[src/rtl/blink_pkg.sv]
// ---------------------------------------------------------------------------
// blink_pkg
// Shared definitions for the blinker block and its interval source.
//   LFSR_W     : width of the Galois LFSR used for interval generation
//   LFSR_TAPS  : right-shift Galois tap mask
//   igen_state_t : interval generator FSM states
//   lfsr_step  : one right-shift Galois step
// ---------------------------------------------------------------------------
package blink_pkg;

  localparam int LFSR_W = 16;
  localparam logic [LFSR_W-1:0] LFSR_TAPS = 16'hB400;

  typedef enum logic [1:0] {
    WARMUP  = 2'd0,
    DRAW    = 2'd1,
    PRESENT = 2'd2
  } igen_state_t;

  // Shift right; when the bit falling out is 1, fold the taps back in.
  function automatic logic [LFSR_W-1:0] lfsr_step(input logic [LFSR_W-1:0] cur);
    logic [LFSR_W-1:0] shifted;
    shifted = cur >> 1;
    lfsr_step = cur[0] ? (shifted ^ LFSR_TAPS) : shifted;
  endfunction

endpackage

[src/rtl/lfsr_core.sv]
// ---------------------------------------------------------------------------
// lfsr_core
// 16-bit right-shift Galois LFSR register. Steps every cycle out of reset;
// a load pulse replaces the next value with load_val instead of stepping.
// Ports:
//   clk      in   clock
//   rstbtn   in   asynchronous active-high reset (state <= SEED)
//   load     in   load load_val this cycle instead of stepping
//   load_val in   value to load (caller guarantees non-zero)
//   state    out  current LFSR value
// ---------------------------------------------------------------------------
module lfsr_core
  import blink_pkg::*;
#(
  parameter logic [LFSR_W-1:0] SEED = 16'hACE1
) (
  input  logic              clk,
  input  logic              rstbtn,
  input  logic              load,
  input  logic [LFSR_W-1:0] load_val,
  output logic [LFSR_W-1:0] state
);

  always_ff @(posedge clk or posedge rstbtn) begin
    if (rstbtn) begin
      state <= SEED;
    end else if (load) begin
      state <= load_val;
    end else begin
      state <= lfsr_step(state);
    end
  end

endmodule

[src/rtl/lfsr_interval_gen.sv]
// ---------------------------------------------------------------------------
// lfsr_interval_gen
// Pseudo-random blink-interval source for the LED3 channel. After a short
// warm-up, the low WIDTH bits of the LFSR are sampled once per cycle; draws
// below MIN_INTERVAL are rejected, accepted draws are offered on a
// valid/ready output and held until taken.
//
// Handshake: out_valid/out_interval are registered. Once out_valid is 1,
// out_interval is stable until a transfer (out_valid & out_ready at a rising
// edge). out_valid never depends combinationally on out_ready.
//
// Ports:
//   clk          in   clock
//   rstbtn       in   asynchronous active-high reset
//   seed_load    in   one-cycle pulse: reseed LFSR from seed_in, go to DRAW
//   seed_in      in   new seed (0 is replaced by SEED)
//   out_ready    in   consumer accepts out_interval this cycle
//   out_valid    out  out_interval holds an accepted draw
//   out_interval out  interval value (>= MIN_INTERVAL while out_valid)
//   fsm_state    out  debug view of the FSM state
//   reject_cnt   out  saturating count of rejected draws
//                     (present only when LFSR_REJECT_CNT_EN is defined)
// ---------------------------------------------------------------------------
module lfsr_interval_gen
  import blink_pkg::*;
#(
  parameter int                WIDTH         = 4,
  parameter logic [LFSR_W-1:0] SEED          = 16'hACE1,
  parameter int                MIN_INTERVAL  = 2,
  parameter int                WARMUP_CYCLES = 4
) (
  input  logic              clk,
  input  logic              rstbtn,
  input  logic              seed_load,
  input  logic [LFSR_W-1:0] seed_in,
  input  logic              out_ready,
  output logic              out_valid,
  output logic [WIDTH-1:0]  out_interval,
  output igen_state_t       fsm_state
`ifdef LFSR_REJECT_CNT_EN
  ,
  output logic [7:0]        reject_cnt
`endif
);

  localparam logic [7:0]       WARM_LAST = 8'(WARMUP_CYCLES - 1);
  localparam logic [WIDTH-1:0] MIN_VAL   = WIDTH'(MIN_INTERVAL);

  igen_state_t       state_q, state_d;
  logic [7:0]        warm_cnt, warm_d;
  logic              valid_d;
  logic [WIDTH-1:0]  interval_d;
  logic              reject;
  logic [LFSR_W-1:0] lfsr;
  logic [LFSR_W-1:0] load_val;
  logic [WIDTH-1:0]  raw;

  // A zero seed would lock the LFSR, so it is replaced by the reset seed.
  assign load_val = (seed_in == '0) ? SEED : seed_in;

  lfsr_core #(
    .SEED (SEED)
  ) u_lfsr (
    .clk      (clk),
    .rstbtn   (rstbtn),
    .load     (seed_load),
    .load_val (load_val),
    .state    (lfsr)
  );

  // Sample the current LFSR value, before this cycle's step.
  assign raw = lfsr[WIDTH-1:0];

  always_comb begin
    state_d    = state_q;
    warm_d     = warm_cnt;
    valid_d    = out_valid;
    interval_d = out_interval;
    reject     = 1'b0;

    case (state_q)
      WARMUP: begin
        warm_d = warm_cnt + 8'd1;
        if (warm_cnt == WARM_LAST) begin
          state_d = DRAW;
        end
      end
      DRAW: begin
        if (raw >= MIN_VAL) begin
          interval_d = raw;
          valid_d    = 1'b1;
          state_d    = PRESENT;
        end else begin
          reject = 1'b1;
        end
      end
      PRESENT: begin
        if (out_ready) begin
          valid_d = 1'b0;
          state_d = DRAW;
        end
      end
      default: begin
        state_d = WARMUP;
        valid_d = 1'b0;
      end
    endcase

    // Reseed wins over everything; a coincident transfer is still consumed
    // because out_valid drops either way.
    if (seed_load) begin
      valid_d = 1'b0;
      state_d = DRAW;
      reject  = 1'b0;
    end
  end

  always_ff @(posedge clk or posedge rstbtn) begin
    if (rstbtn) begin
      state_q      <= WARMUP;
      warm_cnt     <= '0;
      out_valid    <= 1'b0;
      out_interval <= '0;
    end else begin
      state_q      <= state_d;
      warm_cnt     <= warm_d;
      out_valid    <= valid_d;
      out_interval <= interval_d;
    end
  end

  assign fsm_state = state_q;

`ifdef LFSR_REJECT_CNT_EN
  always_ff @(posedge clk or posedge rstbtn) begin
    if (rstbtn) begin
      reject_cnt <= '0;
    end else if (seed_load) begin
      reject_cnt <= '0;
    end else if (reject && (reject_cnt != 8'hFF)) begin
      reject_cnt <= reject_cnt + 8'd1;
    end
  end
`endif

endmodule

[config.mk]
export PLATFORM = sky130hd
export DESIGN_NAME = lfsr_interval_gen
export DESIGN_NICKNAME = d
export VERILOG_FILES = /design/src/rtl/blink_pkg.sv /design/src/rtl/lfsr_core.sv /design/src/rtl/lfsr_interval_gen.sv
export SDC_FILE = /design/constraint.sdc
export NUM_CORES = 1
export LEC_CHECK = 0
export ABC_AREA = 1
export BUFFER_PORTS_ARGS = -buffer_cell sky130_fd_sc_hd__buf_2
export CAP_MARGIN = 30
export CORE_AREA = 2 2 48 72
export CTS_CLUSTER_SIZE = 12
export DETAILED_ROUTE_END_ITERATION = 16
export DIE_AREA = 0 0 50 74
export PLACE_DENSITY = 0.79
export SYNTH_ARGS = -nofsm -noshare
export SYNTH_HDL_FRONTEND = slang
export SYNTH_SLANG_ARGS = --single-unit
[constraint.sdc]
create_clock -name clk -period 1.1 [get_ports clk]
set_clock_uncertainty 0.1 [all_clocks]
set_input_delay 0.165 -clock clk [delete_from_list [all_inputs] [get_ports clk]]
set_output_delay 0.165 -clock clk [all_outputs]
set_load 0.05 [all_outputs]
# Word level (Yosys, flattened, before mapping)
# Index checks and enable logic that the tools add are counted.
# word_totals
output_inout_bits	7
regBits	31
# classes
eq_ne	7
n_bitwise	1
order_cmp	1
add_sub_neg	1
reduce_logical	5
muxes	12
# op_table
cell	n
two-way mux 16 bit	3
zero test 16 bit	1
inequality test 3 bit (second input constant)	3
adder 8 x 1 -> 8 bit (second input constant)	1
== test 8 x 2 -> 1 bit (second input constant)	1
two-way mux 2 bit	4
case mux 2 bit (3 select lines)	1
AND reduction 3 bit	2
greater-or-equal comparator 4 x 2 -> 1 bit (second input constant)	1
inverter 3 -> 4 bit	1
two-way mux 1 bit	3
case mux 1 bit (3 select lines)	1
== test 2 x 1 -> 1 bit (second input constant)	1
== test 2 bit (second input constant)	1
zero test 2 bit	1
inequality test 2 bit (second input constant)	1
AND reduction 2 bit	1

# Depth between registers and ports, before layout
# logic_depth
ltp_word	4
mapped_depth	8
mapped_depth_nobuf	7

# Modules after synthesis
# From an unflattened synthesis, not the netlist that was laid out.
# hier_totals
hier_cells	210
area_unflattened_um2	1584.0
# modules_own_cells
mod	instances	area_per_inst_um2	seq_area_each_um2	cells_per_inst
lfsr_interval_gen	1	887.1	375.4	132
lfsr_core	1	696.9	410.4	78

# Worst setup path before layout
# OpenSTA, ideal clock, no wires.
# synth_path
kind	reg2reg
from	reg state_q[0] (netlist: fsm_state[0])
to	reg warm_cnt[7]
path_buffers	0
path_stages_with_launch	7
path_slack_ns	-0.334
t_arrival_ns	1.218
path_cell_list	dfrtp_1 > nor2_4 > nand3_4 > nor2_4 > nand2_1 > nand2_1 > nand2_1
# synth_via
elab_chain_cells	1
# synth_lines
item	line	rtl
from (decl)	lfsr_interval_gen.sv:49	igen_state_t state_q, state_d;
from (signal assigned)	lfsr_interval_gen.sv:125	state_q <= state_d;
zero test 2 bit	lfsr_interval_gen.sv:81	case (state_q)
to (signal assigned)	lfsr_interval_gen.sv:126	warm_cnt <= warm_d;
to (decl)	lfsr_interval_gen.sv:50	logic [7:0] warm_cnt, warm_d;
# Every way passes these cells.
# A chain may end at the register's enable or synchronous reset.

# Final worst setup path
# layout_path
from	reg state_q[1] (netlist: fsm_state[1])
to	out fsm_state[1]
# layout_rtl
item	line	rtl
to (decl)	lfsr_interval_gen.sv:39	output igen_state_t fsm_state
# No word-level cell between the ends.

==> flow_summary.ini <==
[synthesis]
yosysUniqueCellTypes = 19
ys_seq_elements = 31
synth_nets = 199
ys_top_cells_by_area = dfrtp_1 (39%), dfstp_2 (14%), nand2_1 (14%)
yosysTopAreaCell = dfrtp_1
seq_area_frac_synth = 0.5377
syn_avg_cell_area_um2 = 8.210
synthCells = 178
synth_top_cell_area_share = 0.3938
yosysWarnings = 0
syn_area_um2 = 1461

[layout]
instances_no_fill = 274
area_growth_pct = 44.35
nets = 254
n_antenna_cell = 0
drive_gt1_frac = 0.4188
fin_area_um2 = 2110

[placed_design]
dp.cells = 255
dp_hpwl_mm = 2.134
io_buffer_count = 26
dpl_cell_area_um2 = 1753
gp_congestion = 0.8429

[routing]
via_count = 1279
drt_first_iter_violations = 34
dr.pass1.iters = 4
drc = 0
routed_wl_mm = 3.309
ant_nets = 0
wl_per_cell_um = 12.08
via_per_inst = 4.668

[worst_setup_path]
rrSetupSlack_ps = -160
cp_cell_sequence = buf_6 -> buf_8
r2r_start = fsm_state[0]
crit_end = fsm_state[1]
worstPathRequired_ps = 830
path_max_fanout = 3
cpPeakStageDelay_ps = 440
worstRegToRegCells = 6
cp-startpoint = fsm_state[1]
cp-start-kind = flip-flop
reg2reg_to = fsm_state[1]
crit_path_end_kind = output pin
crit_slowest_cell = dfrtp_2
worstPathArrival_ps = 1000
crit_type = flip-flop to output pin

[worst_hold_path]
min_path_type = input port to flip-flop

[timing]
holdWs_ps = 1.639
maxSlewViolCount = 0
worst_pin_slew_ps = 298.3
period_needed_ps = 1270
clock.fmax_mhz = 787.6
setup_viol = 19
setup_ws_ps = -169.7
relSlewSlack = 0.8007
finalCritPeriodShare = 1.154
hold_violations = 0
rsz0062_at_grt = yes
setup_tns_ps = -1905

[floorplanning]
core-area_um2 = 3097
num_rows = 25
die_x_um = 50
die_h_um = 74
start_util = 0.4719
top_level_ports = 27
dieArea_um2 = 3700

[global_routing]
grt_pass1_vias = 1254
grt_max_degree = 32
grt_pass1_wl_mm = 5.333
grt.total_usage = 0.1961
overflow = 0
antenna_found_initial = 0

[clock_tree]
cts.path.max_buffers = 2
cts_max_level = 2
clock_latency_ps = 290
clk_pin_slew_ps = 70
cts_sinks = 31
cts_tree = built
cts_buffers = 5
clockRootBuffer = clkbuf_8

[run]
maxCapViolCount = 0

[power]
irDropWorstVdd_mv = 1.453
p_leak_nw = 1.063
power_density_nw_per_um2 = 2305
p_total_mw = 4.862

[run_status]
violations = negative setup slack
status = finished with violations
[where the power goes]
| part | internal [mW] | switching (mW) | total, mW |
|---|---|---|---|
| logic | 0.991 | 1.28 | 2.27 |
| registers | 1.44 | 0.233 | 1.68 |
| clock network | 0.504 | 0.411 | 0.915 |
[cells in the final DEF (no fill, tap or decap)]
cell,synthesis,final
nand3_2,1,3
inv_4,1,3
inv_1,20,18
dlygate4sd3_1,0,2
ha_2,0,1
inv_2,1,1
nor2_4,2,4
dfstp_2,8,8
o21ai_1,0,4
a21oi_2,0,2
buf_6,1,12
clkbuf_1,0,1
clkbuf_8,0,6
xor2_1,5,5
buf_2,2,19
nand2_1,54,47
dfrtp_1,23,21
buf_4,0,15
nor2_2,2,3
xnor2_2,0,1
buf_12,0,2
nor2_1,29,26
nand3_1,6,2
nand3_4,1,3
clkinv_2,0,1
o21ai_2,0,4
dfrtp_2,0,2
buf_8,0,1
nand2_2,0,7
o21ai_0,10,2
a21oi_1,10,8
[sequential cells by signal, summed over array words and instances, names as in the netlist]
| name | cells |
|---|---|
| out_valid | 1 |
| u_lfsr.state | 16 |
| out_interval | 4 |
| fsm_state | 2 |
| warm_cnt | 8 |
[cell usage after synthesis]
library cell and n:
nand2_1 54, nor2_1 29, dfrtp_1 23, inv_1 20, a21oi_1 10, o21ai_0 10, dfstp_2 8, nand3_1 6
xor2_1 5, buf_2 2, nor2_2 2, nor2_4 2, buf_6 1, ha_1 1, inv_2 1, inv_4 1
nand3_2 1, nand3_4 1, xnor2_1 1
[kinds of logic (layout without fill, tap and decap cells)]
group	after synthesis	in the layout	share of synthesized area
AND/OR/NAND/NOR	95	95	0.2765
flip-flops	31	31	0.5377
AO/OA/AOI/OAI	20	20	0.06850
XOR/XNOR	6	6	0.03596
adder cells (fa/ha/maj)	1	1	0.008560
buffers and inverters	25	81	0.07277
[layer usage]
layer / part of all wire / track usage / vias to the layer above
met3: 0.032 / 0.04819 / 11
met2: 0.55 / 0.3553 / 31
met4: 0.028 / 0.1080 / 0
met5: 0 / 0 / -
met1: 0.39 / 0.2058 / 586
li1: - / - / 651
[worst min path at each step]
stage	startpoint	endpoint	slack (ps)	cells after the start
2_1_floorplan	rstbtn	out_interval[0]	160	1
3_3_place_gp	rstbtn	out_interval[3]	110	3
3_5_place_dp	rstbtn	out_interval[2]	110	3
4_1_cts	seed_in[4]	u_lfsr.state[4]	0.02	3
5_1_grt	seed_in[9]	u_lfsr.state[9]	10	3
6_report	seed_in[9]	u_lfsr.state[9]	2	3
[critical path, delay by kind of cell (launching register included)]
kind / cells / cell delay (ps)
flip-flops: 1 / 440
buffers and inverters: 2 / 270
[timing repair]
action / CTS / global route
gates resized for setup: 29 / 30
hold buffers: 2 / 0
hold endpoints to repair: 24 / 0
setup buffers: 6 / 3
pin swaps: 5 / 14
setup endpoints to repair: 24 / 25
[layout make-up]
class,count,area (um2)
repair buffers,51,417.9
multi-input cells,122,671.9
inverters,22,90.09
clock inverters,1,5.005
flip-flops and latches,31,788.3
well taps,40,50.05
clock buffers,7,86.33
fillers,233,987.2
[per-stage QoR]
step | worst slack (ps) | utilization
after floorplan | -213.6 | -
after global placement | -80.86 | 0.5661
after detailed placement | -113.2 | 0.5661
after CTS | -150.4 | 0.6457
after global routing | -226.0 | 0.6812
final | -169.7 | 0.6812
(Power assumes the default switching activity.)
